==> config.mk <==
export PLATFORM = sky130hd
export DESIGN_NAME = coefficient_rf_readback
export DESIGN_NICKNAME = d
export VERILOG_FILES = /design/src/rtl/coefficient_rf_readback.sv
export SDC_FILE = /design/constraint.sdc
export NUM_CORES = 1
export LEC_CHECK = 0
export CAP_MARGIN = 20
export CORE_MARGIN = 2
export CORE_UTILIZATION = 30
export CTS_BUF_LIST = sky130_fd_sc_hd__clkbuf_8 sky130_fd_sc_hd__clkbuf_16
export CTS_CLUSTER_DIAMETER = 80
export DETAILED_ROUTE_END_ITERATION = 7
export SLEW_MARGIN = 15
export SYNTH_ARGS = -nofsm -noshare
export SYNTH_HDL_FRONTEND = slang
export SYNTH_SLANG_ARGS = --single-unit
==> constraint.sdc <==
create_clock -name i_clk -period 2.1 [get_ports i_clk]
set_input_delay 0.42 -clock i_clk [delete_from_list [all_inputs] [get_ports i_clk]]
set_output_delay 0.42 -clock i_clk [all_outputs]
set_load 0.02 [all_outputs]
==> src/rtl/coefficient_rf_readback.sv <==
// Dumps NUM_ROWS coefficient RF rows (306 bits each) as 39 bytes per row over a valid/ready port.
// First valid 3 cycles after the DUMP edge, 2-cycle gap between rows; bytes hold until the sink accepts.
module coefficient_rf_readback #(
  parameter int NUM_ROWS = 50
) (
  input  logic         i_clk,
  input  logic         i_rstn,
  input  logic         conf_sys_ctrl_reg_DUMP,
  input  logic         conf_sys_ctrl_reg_RESET,
  input  logic         conf_sys_ctrl_reg_INIT,
  input  logic         conf_sys_ctrl_reg_LOAD,
  output logic [5:0]   rb_a,
  output logic         rb_active,
  output logic         rb_web,
  output logic [305:0] rb_bweb,
  input  logic [127:0] coefficient_rf_part1_q,
  input  logic [127:0] coefficient_rf_part2_q,
  input  logic [49:0]  spin_polarity_q,
  output logic [7:0]   out_GPIO_data,
  output logic         out_GPIO_valid,
  input  logic         in_GPIO_ready,
  output logic         dump_done
);

  localparam logic [5:0] LP_LAST_ROW  = 6'(NUM_ROWS - 1);
  localparam logic [5:0] LP_LAST_BYTE = 6'd38;

  typedef enum logic [2:0] {
    S_IDLE,
    S_READ,
    S_CAPTURE,
    S_SEND,
    S_DONE
  } state_t;

  state_t         r_state;
  state_t         w_state_nxt;
  logic [5:0]     r_row;
  logic [5:0]     w_row_nxt;
  logic [5:0]     r_byte_cnt;
  logic [5:0]     w_byte_cnt_nxt;
  logic [305:0]   r_sr;
  logic [305:0]   w_sr_nxt;
  logic           r_dump_done;
  logic           w_dump_done_nxt;
  logic           r_dump_q;
  logic           r_reset_q;
  logic           w_start;
  logic           w_abort;
  logic           w_hs;

  assign w_start = conf_sys_ctrl_reg_DUMP & ~r_dump_q;
  assign w_abort = conf_sys_ctrl_reg_RESET & ~r_reset_q;
  assign w_hs    = (r_state == S_SEND) & in_GPIO_ready;

  assign rb_web  = 1'b1;
  assign rb_bweb = {306{1'b1}};

  always_ff @(posedge i_clk or negedge i_rstn) begin
    if (!i_rstn) begin
      r_state <= S_IDLE;
    end else begin
      r_state <= w_state_nxt;
    end
  end

  always_ff @(posedge i_clk or negedge i_rstn) begin
    if (!i_rstn) begin
      r_row       <= 6'd0;
      r_byte_cnt  <= 6'd0;
      r_sr        <= '0;
      r_dump_done <= 1'b0;
      r_dump_q    <= 1'b0;
      r_reset_q   <= 1'b0;
    end else begin
      r_row       <= w_row_nxt;
      r_byte_cnt  <= w_byte_cnt_nxt;
      r_sr        <= w_sr_nxt;
      r_dump_done <= w_dump_done_nxt;
      r_dump_q    <= conf_sys_ctrl_reg_DUMP;
      r_reset_q   <= conf_sys_ctrl_reg_RESET;
    end
  end

  always_comb begin
    w_state_nxt     = r_state;
    w_row_nxt       = r_row;
    w_byte_cnt_nxt  = r_byte_cnt;
    w_sr_nxt        = r_sr;
    w_dump_done_nxt = r_dump_done;

    case (r_state)
      S_IDLE: begin
        if (w_start && !conf_sys_ctrl_reg_INIT && !conf_sys_ctrl_reg_LOAD) begin
          w_row_nxt       = 6'd0;
          w_dump_done_nxt = 1'b0;
          w_state_nxt     = S_READ;
        end
      end
      S_READ: begin
        w_state_nxt = S_CAPTURE;
      end
      S_CAPTURE: begin
        // RF data for the address driven in READ is on the q buses now.
        w_sr_nxt       = {spin_polarity_q, coefficient_rf_part2_q, coefficient_rf_part1_q};
        w_byte_cnt_nxt = 6'd0;
        w_state_nxt    = S_SEND;
      end
      S_SEND: begin
        if (w_hs) begin
          if (r_byte_cnt == LP_LAST_BYTE) begin
            if (r_row == LP_LAST_ROW) begin
              w_dump_done_nxt = 1'b1;
              w_state_nxt     = S_DONE;
            end else begin
              w_row_nxt   = r_row + 6'd1;
              w_state_nxt = S_READ;
            end
          end else begin
            w_sr_nxt       = {r_sr[297:0], 8'h00};
            w_byte_cnt_nxt = r_byte_cnt + 6'd1;
          end
        end
      end
      S_DONE: begin
        if (!conf_sys_ctrl_reg_DUMP) begin
          w_state_nxt = S_IDLE;
        end
      end
      default: begin
        w_state_nxt = S_IDLE;
      end
    endcase

    if (w_abort) begin
      w_state_nxt     = S_IDLE;
      w_row_nxt       = 6'd0;
      w_byte_cnt_nxt  = 6'd0;
      w_dump_done_nxt = 1'b0;
    end
  end

  // Outputs decode registered state only, so an async reset clears them immediately.
  always_comb begin
    out_GPIO_valid = (r_state == S_SEND);
    out_GPIO_data  = 8'h00;
    if (r_state == S_SEND) begin
      if (r_byte_cnt == LP_LAST_BYTE) begin
        out_GPIO_data = {6'b0, r_sr[305:304]};
      end else begin
        out_GPIO_data = r_sr[305:298];
      end
    end
    rb_active = (r_state == S_READ) || (r_state == S_CAPTURE);
    rb_a      = rb_active ? r_row : 6'd0;
    dump_done = r_dump_done;
  end

endmodule

==> results.md <==
- Tcrit/Tclk final: 112%
- RSZ-0062 raised after global routing: true
- Crit. End Element: output port
- Worst Path Arrival: 1930 ps
- Num ports: 637
- Die area: approximately 0.06 sq mm
- Asr flop ratio synth: 100%
- Drt first pass iters: 6
- Dpl ws: -337 ps
- Status: complete, but fails checks
- Fin Hold WS: 337 ps
- Setup TNS: -1450 ps
- P&R area growth vs syn: 30.7%
- Count of input and output buffers: 329
- Detail-routed via count per cell: 4.27
- Root buffer cell: clkbuf_16
- CP Cell Sequence: inv_2, ha_4, and2_4, and2_4, buf_8, nand2_4, a21oi_2, buf_6
- Initial antenna violation count: 8
- Seq cells post-synth: 324
- Synth Flop Type: dfrtp_1
- Share of cells above drive strength 1: 10.0%
- Seq/Total Area, Yosys: between 40% and 50%
- Die Wd: 245 microns
- Slowest stage cell, crit path: dfrtp_1
- # setup viols final: 13
- Netlist Area Pre-Place: 0.0174 sq mm
- Largest net degree at the start of global routing: 59
- Max Root-Sink Buffers: 3
- Max Clk Rate: 426 MHz
- First-pass GRT wire length: slightly below 70000 microns
- Failing checks: negative setup slack
- DR vias: 12.5k
- Post-DP HPWL: 33700 microns
- Worst setup margin: -247 ps
- Area of the core: 0.0576 sq mm
- Final nets: 2465
- Slew headroom: 55.7%
- Critical setup path kind: reg -> out
- HP Class: in -> reg
- Aggregate global routing overflow: 0
- Max Fanout on Critical Path: 3
- Die Y: 245 microns
- PwrDens: between 900 and 1000 mW/mm^2
- Crit start category: register
- Syn_area_per_cell: 9.86 sq um
- Vias in the first global route: between 10k and 15k
- Initial Util: 30.3%
- Number of flops mapped to enable cells by yosys: 0
- Most frequent CP cell: and2_4
- Htree depth: 2
- GRT Total Usage: between 10% and 20%
- Post-layout min period: 2350 ps
- DRC viols: 0
- Delay of the slowest cell on the worst path: 390 ps
- Worst-margin pin slew: 655 ps
- Library cells used by synthesis: 39
- Final hold vios: 0
- Reg clk slew, reported paths: ~60 ps
- CTS Sinks: between 300 and 400
- # rows: 88
- GPL Wtd Cong: 0.819
- # placed instances: 2841
- Post-Layout Cell Count: slightly below 3k
- DRT iter0 DRCs: 505
- Final wirelength: 47200 microns
- Post-DR wirelength/cell: 16.1 microns
- Clk_skew: 32.2 ps
- Leakage: ~10 nW
- CTS tree: yes
- Clock latency on the worst-skew pair: roughly 570 ps
- Synth Warn #: 0
- Max_cap viols: 0
- CTS Buf Count: 39
- Max-slew violations: 0
- Worst Path Required: between 1500 and 2000 ps
- Post-route ant nets: 0
- VDD IR max: 0.000557 V
- Post-Syn Instances: ~1.8k
metrics by stage:
stage	util, %	power [mW]	cell area, sq um
CTS	38.8	21.9	22300
finish	39.6	21.9	22800
global placement	36.2	14.9	20800
floorplan	-	13.4	18600
detailed placement	36.2	15.1	20800
global route	39.6	23.3	22800
final cells by class:
type,instances,area [sq um]
inverters,6,35.0
clock buffers,45,1070
multi-input cells,1330,7660
diodes,3,7.51
repair buffers,447,4820
well taps,765,957
flip-flops and latches,324,8110
fillers,5698,34800
clock inverters,19,149
layout by cell type, fill, tap and decap left out, types with 3 or more instances in the layout:
cell type and count:
clkinv_2 6, buf_16 7, clkbuf_8 5, diode_2 3
clkbuf_16 50, nor2_1 6, o21ai_0 113, mux2i_1 298
and3_4 3, buf_12 19, dfrtp_1 324, and2_4 7
inv_1 13, buf_4 68, o21ai_1 199, a21oi_1 5
nand4_1 5, ha_1 3, clkdlybuf4s50_1 312, buf_8 4
conb_1 307, buf_6 26, nand3_1 8, nand2_1 319
and3_1 6, a31oi_1 9
report_power, final:
group / internal (mW) / switching [mW]
sequential: 8.16 / 1.19
clock: 3.75 / 2.70
combinational: 2.88 / 3.24
total: 14.8 / 7.13
state kept, by name, indices dropped and copies added (netlist names):
| register | flops |
|---|---|
| dump_done | 1 |
| r_row | 6 |
| r_sr | 306 |
| r_state | 3 |
| r_dump_q | 1 |
| r_byte_cnt | 6 |
| r_reset_q | 1 |
synth_stat cells, drive strengths merged (2+ instances only):
| master | instances | area (sq um) |
|---|---|---|
| a211oi | 2 | 15.0 |
| a41oi | 2 | 17.5 |
| mux2i | 300 | 3000 |
| a31oi | 9 | 56.3 |
| ha | 4 | 50.1 |
| nor2 | 7 | 26.3 |
| nor3b | 3 | 22.5 |
| and2 | 8 | 50.1 |
| a22oi | 2 | 15.0 |
| a21oi | 8 | 40.0 |
| o21ai | 312 | 1560 |
| nand3 | 8 | 40.0 |
| clkbuf | 25 | 93.8 |
| o221ai | 2 | 23.8 |
| and4 | 2 | 17.5 |
| nand2 | 323 | 1210 |
| and3 | 9 | 56.3 |
| dfrtp | 324 | 8110 |
| nor4b | 2 | 17.5 |
| nand3b | 2 | 15.0 |
| buf | 391 | 2860 |
| nand4 | 5 | 31.3 |
| nor2b | 3 | 18.8 |
| inv | 6 | 22.5 |
| nor3 | 3 | 15.0 |
worst max-delay path, delay by kind of cell (launching register included):
family                     cells  cell delay (ps)
DFF                            1              390
and+or+nand+nor                3              370
buffers and inverters          3              330
AOI/OAI and AO/OA              1              150
adders and majority gates      1              130
cells by family (layout without fill, tap and decap cells):
kind of cell	count (synthesis)	in the layout	synth area share, %
AOI/OAI and AO/OA	340	340	10.0
xor gates and xnor gates	1	1	0.0502
adders and majority gates	4	4	0.287
buffers and inverters	422	517	17.0
DFF	324	324	46.5
muxes	300	300	17.2
other	1	310	0.0215
and+or+nand+nor	378	378	8.87
path summary, 6_finish.rpt:
kind / from / endpoint / slack [ps] / cells after the start
max: r_byte_cnt[0]$_DFFE_PN0P_ / out_GPIO_data[1] / -250 / 8
min: conf_sys_ctrl_reg_RESET / r_reset_q$_DFF_PN0_ / 340 / 1
max reg2reg: r_byte_cnt[3]$_DFFE_PN0P_ / r_sr[128]$_DFFE_PN0P_ / 80 / 7
min reg2reg: r_sr[1]$_DFFE_PN0P_ / r_sr[1]$_DFFE_PN0P_ / 480 / 2
max in group asynchronous: i_rstn / r_sr[121]$_DFFE_PN0P_ / 1010 / 3
min in group asynchronous: i_rstn / r_sr[32]$_DFFE_PN0P_ / 410 / 2
what timing repair did:
| action | CTS | global route |
|---|---|---|
| endpoints found under the setup margin | 19 | 193 |
| pin swaps | 4 | 9 |
| hold endpoints to repair | 42 | 0 |
| hold buffers | 1 | 0 |
| cloned | 1 | 10 |
| resized for setup | 86 | 30 |
| setup buffers | 12 | 12 |
routing by layer:
| layer | wire length (microns) | GRT usage, % | up-vias | share of wire (%) |
|---|---|---|---|---|
| li1 | - | - | 6127 | - |
| met1 | 19500 | 18.0 | 5925 | 41 |
| met2 | 22800 | 23.9 | 401 | 48 |
| met3 | 3620 | 4.41 | 80 | 7.7 |
| met4 | 1170 | 4.05 | 14 | 2.5 |
| met5 | 102 | 0 | - | 0.22 |
(Power assumes the default switching activity.)
